`config.mk`:
```
export PLATFORM = sky130hd
export DESIGN_NAME = pulser_config
export DESIGN_NICKNAME = d
export VERILOG_FILES = /design/src/rtl/pewpew_cfg_pkg.sv /design/src/rtl/cfg_frame_parser.sv /design/src/rtl/pulser_config.sv
export SDC_FILE = /design/constraint.sdc
export NUM_CORES = 1
export LEC_CHECK = 0
export CELL_PAD_IN_SITES_DETAIL_PLACEMENT = 1
export CELL_PAD_IN_SITES_GLOBAL_PLACEMENT = 1
export CORE_MARGIN = 2
export CORE_UTILIZATION = 45
export DETAILED_ROUTE_END_ITERATION = 8
export PLACE_DENSITY_LB_ADDON = 0.25
export SLEW_MARGIN = 25
export SYNTH_ARGS = -nofsm -noshare
export SYNTH_HDL_FRONTEND = slang
export SYNTH_HIERARCHICAL = 1
export SYNTH_SLANG_ARGS = --single-unit
export TNS_END_PERCENT = 5
```
`constraint.sdc`:
```
create_clock -name clk -period 3.65 [get_ports clk]
set_input_delay 0.9125 -clock clk [delete_from_list [all_inputs] [get_ports clk]]
set_output_delay 0.9125 -clock clk [all_outputs]
set_load 0.02 [all_outputs]
```
`src/rtl/pewpew_cfg_pkg.sv`:
```
// rtl/pewpew_cfg_pkg.sv - shared constants and parser state encoding for pulser_config
// Purpose: frame marker, response codes, register addresses and the parser state enum.
// Ports: none (package).
package pewpew_cfg_pkg;

  localparam logic [7:0] SOF = 8'hA5;
  localparam logic [7:0] ACK = 8'h06;
  localparam logic [7:0] NAK = 8'h15;

  localparam logic [7:0] ADDR_REPEAT   = 8'h00;
  localparam logic [7:0] ADDR_PULSE    = 8'h01;
  localparam logic [7:0] ADDR_WARM_UP  = 8'h02;
  localparam logic [7:0] ADDR_DELAY    = 8'h03;
  localparam logic [7:0] ADDR_PRE_EXP  = 8'h04;
  localparam logic [7:0] ADDR_EXPOSURE = 8'h05;
  localparam logic [7:0] ADDR_COMMIT   = 8'h10;
  localparam logic [7:0] ADDR_RUN      = 8'h11;

  localparam int N_REGS = 6;

  typedef enum logic [2:0] {
    ST_IDLE,
    ST_ADDR,
    ST_D2,
    ST_D1,
    ST_D0,
    ST_CHK
  } parse_state_e;

endpackage

```
`src/rtl/cfg_frame_parser.sv`:
```
// rtl/cfg_frame_parser.sv - byte-frame parser with inter-byte timeout and checksum
// Purpose: assembles 0xA5,ADDR,D2,D1,D0,CHK frames from a byte stream.
// Ports:
//   clk, reset_n         clock, async active-low reset
//   rx_data, rx_valid    incoming byte and its 1-cycle strobe
//   frame_done           1-cycle pulse the cycle after the CHK byte
//   frame_ok             checksum matched (valid with frame_done)
//   addr, value          frame address and 24-bit payload (valid with frame_done)
//   timeout              1-cycle pulse when a partial frame was abandoned
module cfg_frame_parser
  import pewpew_cfg_pkg::*;
#(
  parameter int TIMEOUT_CYCLES = 120000
) (
  input  logic        clk,
  input  logic        reset_n,
  input  logic [7:0]  rx_data,
  input  logic        rx_valid,
  output logic        frame_done,
  output logic        frame_ok,
  output logic [7:0]  addr,
  output logic [23:0] value,
  output logic        timeout
);

  localparam int TW = $clog2(TIMEOUT_CYCLES + 1);

  parse_state_e  state_q;
  logic [TW-1:0] timer_q;
  logic [7:0]    chk_q;
  logic [7:0]    addr_q;
  logic [23:0]   value_q;
  logic          frame_done_q;
  logic          frame_ok_q;
  logic          timeout_q;

  always_ff @(posedge clk or negedge reset_n) begin
    if (!reset_n) begin
      state_q      <= ST_IDLE;
      timer_q      <= '0;
      chk_q        <= '0;
      addr_q       <= '0;
      value_q      <= '0;
      frame_done_q <= 1'b0;
      frame_ok_q   <= 1'b0;
      timeout_q    <= 1'b0;
    end else begin
      frame_done_q <= 1'b0;
      timeout_q    <= 1'b0;
      if (rx_valid) begin
        timer_q <= '0;
        case (state_q)
          ST_IDLE: if (rx_data == SOF) state_q <= ST_ADDR;
          ST_ADDR: begin
            addr_q  <= rx_data;
            chk_q   <= rx_data;
            state_q <= ST_D2;
          end
          ST_D2: begin
            value_q[23:16] <= rx_data;
            chk_q          <= chk_q ^ rx_data;
            state_q        <= ST_D1;
          end
          ST_D1: begin
            value_q[15:8] <= rx_data;
            chk_q         <= chk_q ^ rx_data;
            state_q       <= ST_D0;
          end
          ST_D0: begin
            value_q[7:0] <= rx_data;
            chk_q        <= chk_q ^ rx_data;
            state_q      <= ST_CHK;
          end
          ST_CHK: begin
            frame_done_q <= 1'b1;
            frame_ok_q   <= (rx_data == chk_q);
            state_q      <= ST_IDLE;
          end
          default: state_q <= ST_IDLE;
        endcase
      end else if (state_q != ST_IDLE) begin
        // timer_q counts idle cycles since the last byte; the final idle cycle aborts.
        if (timer_q == TW'(TIMEOUT_CYCLES - 1)) begin
          state_q   <= ST_IDLE;
          timer_q   <= '0;
          timeout_q <= 1'b1;
        end else begin
          timer_q <= timer_q + 1'b1;
        end
      end
    end
  end

  assign frame_done = frame_done_q;
  assign frame_ok   = frame_ok_q;
  assign addr       = addr_q;
  assign value      = value_q;
  assign timeout    = timeout_q;

endmodule

```
`src/rtl/pulser_config.sv`:
```
// rtl/pulser_config.sv - config stage: shadow/active timing banks, commit, run, ACK/NAK
// Purpose: executes parsed frames, commits shadow->active atomically at a laser-period
//   boundary (or at once while stopped), drives pulser reset, returns a response byte.
// Ports:
//   clk, reset_n               clock, async active-low reset
//   rx_data, rx_valid          received byte stream
//   tx_data, tx_valid, tx_ready  1-deep response (0x06 ACK / 0x15 NAK)
//   cycle_boundary             pulser count-wrap pulse
//   repeat_period .. exposure_time  active timing values
//   pulser_reset               high while run is disabled
//   err_count                  saturating count of rejected frames, timeouts, dropped responses
module pulser_config
  import pewpew_cfg_pkg::*;
#(
  parameter int N_BITS         = 20,
  parameter int TIMEOUT_CYCLES = 120000
) (
  input  logic              clk,
  input  logic              reset_n,
  input  logic [7:0]        rx_data,
  input  logic              rx_valid,
  output logic [7:0]        tx_data,
  output logic              tx_valid,
  input  logic              tx_ready,
  input  logic              cycle_boundary,
  output logic [N_BITS-1:0] repeat_period,
  output logic [N_BITS-1:0] pulse_length,
  output logic [N_BITS-1:0] warm_up_time,
  output logic [N_BITS-1:0] delay,
  output logic [N_BITS-1:0] pre_exposure,
  output logic [N_BITS-1:0] exposure_time,
  output logic              pulser_reset,
  output logic [7:0]        err_count
);

  logic        frm_done;
  logic        frm_ok;
  logic [7:0]  frm_addr;
  logic [23:0] frm_value;
  logic        frm_timeout;

  cfg_frame_parser #(
    .TIMEOUT_CYCLES(TIMEOUT_CYCLES)
  ) u_parser (
    .clk       (clk),
    .reset_n   (reset_n),
    .rx_data   (rx_data),
    .rx_valid  (rx_valid),
    .frame_done(frm_done),
    .frame_ok  (frm_ok),
    .addr      (frm_addr),
    .value     (frm_value),
    .timeout   (frm_timeout)
  );

  logic [N_BITS-1:0] shadow_q [N_REGS];
  logic [N_BITS-1:0] shadow_d [N_REGS];
  logic [N_BITS-1:0] active_q [N_REGS];
  logic [N_BITS-1:0] active_d [N_REGS];
  logic              pending_q, pending_d;
  logic              run_q, run_d;
  logic              pulser_reset_q, pulser_reset_d;
  logic              tx_valid_q, tx_valid_d;
  logic [7:0]        tx_data_q, tx_data_d;
  logic [7:0]        err_q, err_d;

  logic              commit_fire;
  logic              range_ok;
  logic              accept;
  logic [1:0]        err_inc;
  logic [8:0]        err_sum;

  always_comb begin
    shadow_d       = shadow_q;
    active_d       = active_q;
    pending_d      = pending_q;
    run_d          = run_q;
    tx_valid_d     = tx_valid_q;
    tx_data_d      = tx_data_q;
    accept         = 1'b0;
    err_inc        = 2'd0;
    range_ok       = ((frm_value >> N_BITS) == 24'd0);

    // While stopped there are no boundaries to wait for, so commit straight away.
    // Active takes shadow_q, i.e. the value before any write executing this cycle.
    commit_fire = pending_q && (cycle_boundary || !run_q);
    if (commit_fire) begin
      active_d  = shadow_q;
      pending_d = 1'b0;
    end

    if (tx_valid_q && tx_ready) tx_valid_d = 1'b0;

    if (frm_done) begin
      if (frm_ok && range_ok) begin
        case (frm_addr)
          ADDR_REPEAT, ADDR_PULSE, ADDR_WARM_UP, ADDR_DELAY, ADDR_PRE_EXP, ADDR_EXPOSURE: begin
            shadow_d[frm_addr[2:0]] = frm_value[N_BITS-1:0];
            accept = 1'b1;
          end
          ADDR_COMMIT: begin
            if (shadow_q[0] != '0) begin
              pending_d = 1'b1;
              accept    = 1'b1;
            end
          end
          ADDR_RUN: begin
            run_d  = frm_value[0];
            accept = 1'b1;
          end
          default: accept = 1'b0;
        endcase
      end
      if (!accept) err_inc = err_inc + 2'd1;
      // Only one response slot: a response arriving while one is still shown is lost.
      if (tx_valid_q) begin
        err_inc = err_inc + 2'd1;
      end else begin
        tx_valid_d = 1'b1;
        tx_data_d  = accept ? ACK : NAK;
      end
    end

    if (frm_timeout) err_inc = err_inc + 2'd1;

    err_sum        = {1'b0, err_q} + {7'd0, err_inc};
    err_d          = err_sum[8] ? 8'hFF : err_sum[7:0];
    pulser_reset_d = ~run_d;
  end

  always_ff @(posedge clk or negedge reset_n) begin
    if (!reset_n) begin
      for (int i = 0; i < N_REGS; i++) begin
        shadow_q[i] <= '0;
        active_q[i] <= '0;
      end
      pending_q      <= 1'b0;
      run_q          <= 1'b0;
      pulser_reset_q <= 1'b1;
      tx_valid_q     <= 1'b0;
      tx_data_q      <= 8'h00;
      err_q          <= 8'h00;
    end else begin
      shadow_q       <= shadow_d;
      active_q       <= active_d;
      pending_q      <= pending_d;
      run_q          <= run_d;
      pulser_reset_q <= pulser_reset_d;
      tx_valid_q     <= tx_valid_d;
      tx_data_q      <= tx_data_d;
      err_q          <= err_d;
    end
  end

  assign repeat_period = active_q[0];
  assign pulse_length  = active_q[1];
  assign warm_up_time  = active_q[2];
  assign delay         = active_q[3];
  assign pre_exposure  = active_q[4];
  assign exposure_time = active_q[5];
  assign pulser_reset  = pulser_reset_q;
  assign tx_valid      = tx_valid_q;
  assign tx_data       = tx_data_q;
  assign err_count     = err_q;

endmodule

```
==> impl_metrics.yaml <==
synth:
  async_flop_share_pct: 100.0
  dominantRegCellSynth: "dfrtp_1"
  syn_area_per_cell_sq_um: 14.42
  synth_area_leader_cell: "dfrtp_1"
  ys_seq_area_share_pct: 60.52
  syn_area_sq_um: 13150
  post-synth-top-area-fraction_pct: 60.32
  synth_commonest_cells: "dfrtp_1, mux2_2, nand2_1, buf_2, nor2_1"
  ys_types: 59
  synth-edff-count: 0
  ys_warn_count: 6
  ys_seq_elements: 318
  synthCells: 912
  synth_area_leaders: "dfrtp_1, mux2_2, mux2_4, buf_2, nand2_1"
  post-synth-top-count-cell: "dfrtp_1"
cts:
  clkTransAtPathRegs_ns: 0.06
  cts_tree: "done"
  cts_buffer_depth: 3
  root_buffer: "clkbuf_16"
  cts_setup_buffers: 0
  clk_latency_ns: 0.51
  cts_buffers: 35
  clock-sinks: 318
  htree_levels: 2
worst_setup_path:
  r2r_setup_slack_ns: 0.21
  r2r_end: "err_count[3]$_DFF_PN0_"
  worstPathRequired_ns: 4.02
  crit_path_end_kind: "register"
  reg2reg_from: "shadow_q[113]$_DFFE_PN0P_"
  critPathLaunchType: "register"
  reg2regPathDepth: 13
  cp.arrival_ns: 3.82
  crit_type: "reg -> reg"
  worstPathMaxFanout: 6
floorplan:
  die_h_microns: 175.0
  core_area_sq_um: 28700
  boundaryPins: 151
  row_count: 62
  start_util_pct: 45.82
  dieArea_sq_um: 30610
  die_w_microns: 175.0
timing:
  timing.fmax_mhz: 290.4
  setup_slack_ns: 0.2062
  setup_viol: 0
  post-route-period-util_pct: 94.35
  hold_viol: 0
  fin_worst_skew_ns: 0.01678
  finalCriticalPeriod_ns: 3.444
  tns_ns: 0
  tightest_slew_ns: 0.8142
  slew_headroom_pct: 45.72
  rsz0062_at_grt: "false"
  final_max_slew_viol_count: 0
flow_run:
  maxCapViolations: 0
layout:
  layout-drive-gt1-share_pct: 33.91
  final_net_count: 1088
  antenna_cells: 0
  stdcell_count: 1478
  synthToLayoutAreaGrowth_pct: 23.87
place:
  dp_hpwl_mm: 20.54
  dp_slack_ns: 0.1219
  place.gp.congestion: 0.8079
  portBuffers: 146
  dpl.cell_count: 1417
routing:
  drc: 0
  wl_per_cell_microns: 20.83
  drt_first_pass_iters: 4
  ant_nets: 0
  wirelength_mm: 30.79
  drt-initial-drc-count: 394
  vias_per_cell: 5.431
  vias: 8027
power_and_ir_drop:
  peakVddDrop_v: 0.0003132
  power_frac_seq_pct: 48.9
  power.switching_mw: 2.513
  p_leak_nw: 7.856
  cellPowerDensity_nw_per_um2: 550.7
  combPwrFrac_pct: 11.4
  pwr-share-clk_pct: 39.7
  p_int_mw: 6.458
  p_sw_share_pct: 28.01
grt:
  grt_max_degree: 105
  antenna_found_initial: 0
  globalRoute.totalOverflow: 0
  grt_pass1_vias: 8647
  grt_pass1_wl_mm: 49.11
  grt_util_all_layers_pct: 20.49
outcome:
  status: "completed"
hold_path:
  timing.hold.worst.class: "in -> async"
-- critical path, stage by stage, from the launching register on --
cell     delay, ns
dfrtp_1       0.40
nor4_1        0.32
nand2_1       0.13
or4_1         0.61
nand3_1       0.12
ha_1          0.24
nand2_1       0.09
xnor2_1       0.07
ha_1          0.21
fa_1          0.41
and3_1        0.24
and3_1        0.20
nand3_1       0.19
nand2_1       0.09
-- worst max-delay path by stage --
| stage | depth (start not counted) | from | endpoint |
|---|---|---|---|
| floorplan | 13 | shadow_q[110]$_DFFE_PN0P_ | err_count[0]$_DFF_PN0_ |
| global placement | 13 | shadow_q[101]$_DFFE_PN0P_ | err_count[0]$_DFF_PN0_ |
| detailed placement | 13 | shadow_q[101]$_DFFE_PN0P_ | err_count[3]$_DFF_PN0_ |
| CTS | 13 | shadow_q[101]$_DFFE_PN0P_ | err_count[3]$_DFF_PN0_ |
| global route | 13 | shadow_q[114]$_DFFE_PN0P_ | err_count[5]$_DFF_PN0_ |
| finish | 13 | shadow_q[113]$_DFFE_PN0P_ | err_count[3]$_DFF_PN0_ |
-- flip-flops by register name, indices dropped and copies added, names as in the netlist, 8 cells and up --
name and cells:
u_parser/chk_q 8, warm_up_time 20, u_parser/timer_q 17, err_count 8
u_parser/addr 8, shadow_q 120, exposure_time 20, repeat_period 20
delay 20, pulse_length 20, u_parser/value 24, pre_exposure 20
-- area by class of cell --
cell class	instances	area (sq um)
clock buffer	47	982.2
clock inverter	14	187.7
fill	2738	12410
inverter	5	18.77
multi-input combinational	541	4960
sequential	318	7960
tap	384	480.5
timing repair buffer	169	1702
-- logic make-up after synthesis --
group	after synthesis	share of synthesized area, %
xor gates and xnor gates	21	1.399
other	1	0.02851
DFF	318	60.52
buffers and inverters	56	2.122
and+or+nand+nor	153	7.164
adders and majority gates	5	0.5328
AOI/OAI and AO/OA	77	3.672
muxes	281	24.56
-- routing by layer --
metal | part of all wire [%] | global-route usage, % | wire (microns) | vias to the layer above
li1 | - | - | - | 3604
met1 | 43 | 26.62 | 13250 | 4234
met2 | 52 | 36.03 | 15880 | 144
met3 | 3.6 | 3.351 | 1112 | 45
met4 | 1.8 | 4.861 | 547 | 0
met5 | 0 | 0 | 0 | -
-- power by group through the flow --
stage	Sequential, mW	Combinational (mW)	Clock, mW
floorplan	4.12	0.790	0
global placement	4.43	0.986	0
detailed placement	4.46	1.03	0
CTS	4.39	1.04	3.65
global route	4.44	1.13	3.80
finish	4.39	1.02	3.56
-- layout by cell type, fill, tap and decap left out, types with 6 or more instances in the layout --
cell type	count
nand4_1	12
mux2_2	253
nor2_1	22
nor4_1	9
xnor2_1	9
nand2b_1	16
a21oi_1	17
clkdlybuf4s50_1	145
mux2i_1	7
mux2_4	20
dfrtp_1	316
clkbuf_16	36
nor3_1	6
o21ai_0	20
nand2_1	29
a21o_1	7
nand3_1	20
clkbuf_1	7
buf_4	18
xor2_1	12
clkinv_2	7
-- repair_timing --
item	CTS	global route
hold buffers	0	0
setup endpoints to repair	0	6
gates resized for setup	0	2
-- stage by stage --
stage          instance area, sq um  util [%]  hold WS (ns)  total power, mW
2_1_floorplan                 13160         -        0.4295            4.913
3_3_place_gp                  15110     52.63        0.4595            5.418
3_5_place_dp                  15110     52.63        0.4779            5.491
4_1_cts                       16280     56.71        0.4906            9.079
5_1_grt                       16290     56.76        0.5031            9.372
6_report                      16290     56.76        0.4465            8.971
Note: power is estimated with default switching activity, not from simulation.
